### src/rtl/ramp_transition.sv
// Per-channel slew-limited level translator: each channel ramps its output code
// toward VALUE0/VALUE1. Optional busy/done status ports with `RAMP_STATUS_EN.
module ramp_transition #(
  parameter int WIDTH     = 8,
  parameter int CH        = 2,
  parameter int VALUE0    = -64,
  parameter int VALUE1    = 63,
  parameter int RISE_STEP = 32,
  parameter int FALL_STEP = 48
) (
  input  logic                clk,
  input  logic                rst_n,
  input  logic                en,
  input  logic [CH-1:0]       in,
  output logic [CH*WIDTH-1:0] out
`ifdef RAMP_STATUS_EN
  ,
  output logic [CH-1:0]       busy,
  output logic [CH-1:0]       done
`endif
);

  localparam int CODE_MIN = -(1 << (WIDTH - 1));
  localparam int CODE_MAX = (1 << (WIDTH - 1)) - 1;

  if (!(VALUE0 < VALUE1) || (RISE_STEP < 1) || (FALL_STEP < 1) || (CH < 1) ||
      (VALUE0 < CODE_MIN) || (VALUE1 > CODE_MAX)) begin : g_param_check
    $error("ramp_transition: illegal parameter combination");
  end

  // One extra bit of headroom so out +/- step never wraps before clamping.
  localparam logic signed [WIDTH:0]   V0_W   = VALUE0[WIDTH:0];
  localparam logic signed [WIDTH:0]   V1_W   = VALUE1[WIDTH:0];
  localparam logic signed [WIDTH:0]   RISE_W = RISE_STEP[WIDTH:0];
  localparam logic signed [WIDTH:0]   FALL_W = FALL_STEP[WIDTH:0];
  localparam logic signed [WIDTH-1:0] V0_N   = VALUE0[WIDTH-1:0];
  localparam logic signed [WIDTH-1:0] V1_N   = VALUE1[WIDTH-1:0];

  typedef enum logic [1:0] {
    LOW     = 2'd0,
    RISING  = 2'd1,
    HIGH    = 2'd2,
    FALLING = 2'd3
  } state_t;

  genvar gi;
  for (gi = 0; gi < CH; gi++) begin : g_ch
    state_t                  state_reg, state_next;
    logic signed [WIDTH-1:0] out_reg, out_next;
    logic signed [WIDTH:0]   cur_ext, target_ext, sum_ext, diff_ext;

    always_ff @(posedge clk) begin
      if (!rst_n) begin
        state_reg <= LOW;
        out_reg   <= V0_N;
      end else begin
        state_reg <= state_next;
        out_reg   <= out_next;
      end
    end

    always_comb begin
      state_next = state_reg;
      out_next   = out_reg;
      cur_ext    = {out_reg[WIDTH-1], out_reg};
      target_ext = in[gi] ? V1_W : V0_W;
      sum_ext    = cur_ext + RISE_W;
      diff_ext   = cur_ext - FALL_W;
      if (en) begin
        if (cur_ext < target_ext) begin
          if (sum_ext >= V1_W) begin
            out_next   = V1_N;
            state_next = HIGH;
          end else begin
            out_next   = sum_ext[WIDTH-1:0];
            state_next = RISING;
          end
        end else if (cur_ext > target_ext) begin
          if (diff_ext <= V0_W) begin
            out_next   = V0_N;
            state_next = LOW;
          end else begin
            out_next   = diff_ext[WIDTH-1:0];
            state_next = FALLING;
          end
        end
      end
    end

    assign out[gi*WIDTH +: WIDTH] = out_reg;

`ifdef RAMP_STATUS_EN
    logic busy_reg, busy_next;
    logic done_reg, done_next;

    always_ff @(posedge clk) begin
      if (!rst_n) begin
        busy_reg <= 1'b0;
        done_reg <= 1'b0;
      end else begin
        busy_reg <= busy_next;
        done_reg <= done_next;
      end
    end

    // Status follows the state transition; frozen along with it while en is low.
    always_comb begin
      busy_next = busy_reg;
      done_next = done_reg;
      if (en) begin
        busy_next = (state_next == RISING) || (state_next == FALLING);
        done_next = ((state_reg == RISING) || (state_reg == FALLING)) &&
                    ((state_next == LOW) || (state_next == HIGH));
      end
    end

    assign busy[gi] = busy_reg;
    assign done[gi] = done_reg;
`endif
  end

endmodule

### config.mk
export PLATFORM = sky130hd
export DESIGN_NAME = ramp_transition
export DESIGN_NICKNAME = d
export VERILOG_FILES = /design/src/rtl/ramp_transition.sv
export SDC_FILE = /design/constraint.sdc
export NUM_CORES = 1
export LEC_CHECK = 0
export ABC_AREA = 1
export CAP_MARGIN = 40
export CORE_ASPECT_RATIO = 1.4
export CORE_MARGIN = 4
export CORE_UTILIZATION = 54
export CTS_CLUSTER_SIZE = 20
export DETAILED_ROUTE_END_ITERATION = 12
export PLACE_DENSITY = 0.77
export SLEW_MARGIN = 20
export SYNTH_ARGS = -nofsm -noshare
export SYNTH_HDL_FRONTEND = slang
export SYNTH_SLANG_ARGS = --single-unit
### constraint.sdc
create_clock -name clk -period 1.9 [get_ports clk]
set_clock_uncertainty 0.1 [all_clocks]
set_input_delay 0.285 -clock clk [delete_from_list [all_inputs] [get_ports clk]]
set_output_delay 0.285 -clock clk [all_outputs]
set_load 0.03 [all_outputs]
==> flow_metrics.py <==
metrics = {
    "die": {
        "core_um2": 2252,
        "rows": 20,
        "die_y_um": 66.47,
        "die_w_um": 49.77,
        "initial_utilization": 0.5856,
        "pin_count": 21,
        "die_area_um2": 3308,
    },
    "cells_and_area": {
        "regArea_um2": 217.7,
        "area_growth_pct": 45.83,
        "largest_register_ffs": 10,
        "drive_gt1_frac": 0.3537,
        "multi_input_area_um2": 1126,
        "fin_nets": 276,
        "final_area_um2": 1923,
        "n_fill_cell": 138,
        "antenna_cells": 0,
    },
    "critical_path": {
        "crit_chain": "buf_4, clkdlybuf4s50_1",
        "setup.worst_path.end_class": "primary output",
        "arrival_ns": 1.49,
        "criticalPathCategory": "reg2out",
        "critPathMaxStageDelay_ns": 0.68,
        "crit_slowest_cell": "clkdlybuf4s50_1",
        "cp_max_fo": 7,
        "crit_path_start_kind": "flop",
        "cp.required_ns": 1.51,
    },
    "power": {
        "peakVddDrop_uv": 485.2,
        "p_total_mw": 1.391,
        "p_leak_nw": 1.041,
        "powerDensity_nw_per_um2": 723.3,
    },
    "routing": {
        "routedWlPerCell_um": 13.88,
        "routed_via_density": 5.369,
        "wl_um": 3719,
        "drc_errors": 0,
        "vias": 1439,
        "drt-initial-drc-count": 38,
        "ant_nets": 0,
        "drt_pass1_iterations": 4,
    },
    "synthesis": {
        "ys_seq_area_frac": 0.1518,
        "synth_mux_area_frac": 0,
        "synthXorXnorAreaFrac": 0.01992,
        "synth_area_um2": 1319,
        "synth-compound-area-share": 0.1139,
        "yosys.area_share.simple": 0.3387,
        "synth.avg_cell_area_um2": 6.371,
        "synthAdderAreaFrac": 0.2277,
        "synth_nets": 236,
        "synth.distinct_cells": 27,
        "yosys_register_bits": 10,
        "synth_top_family_by_area": "simple AND/OR/NAND/NOR gates",
        "synth_cells": 207,
        "yosysWarnings": 0,
    },
    "clock_network": {
        "cts_tree": "done",
        "hold_buffers": 0,
        "cts-root-buf": "clkbuf_4",
        "h-tree-depth": 1,
        "numCtsBuffers": 3,
        "clkSinkCount": 10,
        "clockBufferDepth": 2,
        "insertion_delay_ns": 0.26,
        "clk_pin_slew_ns": 0.06,
    },
    "status": {
        "status": "finished, final reports clean",
    },
    "timing": {
        "period_share": 0.9853,
        "worst_slew_pin_slew_ns": 0.3373,
        "rsz0062_at_grt": "true",
        "hold_slack_ns": 0.4241,
        "max_freq_mhz": 534.2,
        "max-slew-margin-rel": 0.7744,
        "setup_viol": 0,
        "drv_slew": 0,
        "hold_viol_final": 0,
        "fin_crit_ns": 1.872,
    },
    "global_route": {
        "grt_usage": 0.2073,
        "grt_max_degree": 10,
        "grt_pass1_vias": 1320,
        "gr-total-overflow": 0,
        "grt_pass1_wl_um": 5547,
        "grt_antenna_before_repair": 0,
    },
    "hold_path": {
        "min-delay-path-class": "reg2reg",
    },
    "placement": {
        "placed_area_um2": 1627,
        "place_congestion": 0.9631,
        "dp_hpwl_um": 2560,
        "portBuffers": 20,
    },
    "flow_run": {
        "drv_cap": 0,
    },
}
kinds of logic (layout without fill, tap and decap cells):
family	count (synthesis)	count (layout)
AOI/OAI and AO/OA	25	25
xor gates and xnor gates	3	3
adders and majority gates	24	24
buffers and inverters	46	85
DFF	10	10
and+or+nand+nor	99	99
cell type report:
class / count / area share
Timing Repair Buffer: 42 / 0.1919
Clock buffer: 4 / 0.01887
Tap cell: 22 / 0.01431
Inverter: 39 / 0.07612
Sequential cell: 10 / 0.1132
Multi-Input combinational cell: 151 / 0.5856
cells in the mapped netlist, drive strengths merged:
cell type / number / area share
nor3: 1 / 0.0038
o21bai: 1 / 0.0057
nand3: 17 / 0.072
inv: 38 / 0.11
nand4: 2 / 0.0095
xor2: 1 / 0.0066
nor2: 20 / 0.066
ha: 24 / 0.23
o21ai: 11 / 0.045
nor3b: 1 / 0.0057
a21oi: 13 / 0.064
buf: 6 / 0.034
clkbuf: 1 / 0.0028
nand2: 57 / 0.17
dfxtp: 10 / 0.15
xnor2: 2 / 0.013
clkinv: 1 / 0.0028
nand3b: 1 / 0.015
where the power goes:
part / switching, mW / internal (mW) / total [mW]
Sequential: 0.0456 / 0.245 / 0.290
Clock: 0.0708 / 0.116 / 0.187
Combinational: 0.528 / 0.386 / 0.914
Total: 0.644 / 0.747 / 1.39
layer usage:
| layer | GRT usage | vias up | part of all wire |
|---|---|---|---|
| met3 | 0.01342 | 10 | 0.030 |
| li1 | - | 720 | - |
| met5 | 0 | - | 0 |
| met2 | 0.4354 | 40 | 0.56 |
| met4 | 0.05882 | 0 | 0.023 |
| met1 | 0.2115 | 669 | 0.38 |
path summary, 6_finish.rpt:
| path | startpoint | endpoint | slack [ns] | depth (start not counted) |
|---|---|---|---|---|
| max | g_ch[0].out_reg[6] | out[6] | 0.03 | 2 |
| min | g_ch[1].out_reg[2] | g_ch[1].out_reg[2] | 0.42 | 2 |
| max reg2reg | g_ch[1].out_reg[4] | g_ch[1].out_reg[4] | 0.05 | 9 |
| min reg2reg | g_ch[1].out_reg[2] | g_ch[1].out_reg[2] | 0.42 | 2 |
worst max-delay path: cells and delay by family (launching register included):
| kind | cells | cell delay, ns |
|---|---|---|
| buffers and inverters | 2 | 0.85 |
| DFF | 1 | 0.37 |
cell usage in the layout, fill, tap and decap left out, drive strengths merged:
master	Yosys	layout
xnor2	2	2
clkbuf	1	6
dlymetal6s2s	0	4
clkinv	1	1
nand4	2	2
o21ai	11	11
o21bai	1	1
ha	24	24
dfxtp	10	10
nand3	17	17
nor3b	1	1
nor2	20	20
buf	6	22
a21oi	13	13
clkdlybuf4s50	0	14
xor2	1	1
inv	38	38
nor3	1	1
nand3b	1	1
nand2	57	57
repair_timing:
| item | CTS | global route |
|---|---|---|
| setup buffers | 1 | 5 |
| setup endpoints to repair | 10 | 15 |
| resized for setup | 5 | 50 |
| pin swaps | 2 | 19 |
| endpoints found under the hold margin | 0 | 0 |
stage by stage:
stage	utilization	setup slack (ns)	cells	setup TNS [ns]
6_report	0.8539	0.02802	268	0
2_1_floorplan	-	0.01698	207	0
4_1_cts	0.7439	0.01975	263	0
5_1_grt	0.8539	-0.06948	268	-0.3410
3_5_place_dp	0.7222	-0.5574	258	-4.968
3_3_place_gp	0.7222	-0.4789	258	-4.217
(Power assumes the default switching activity.)
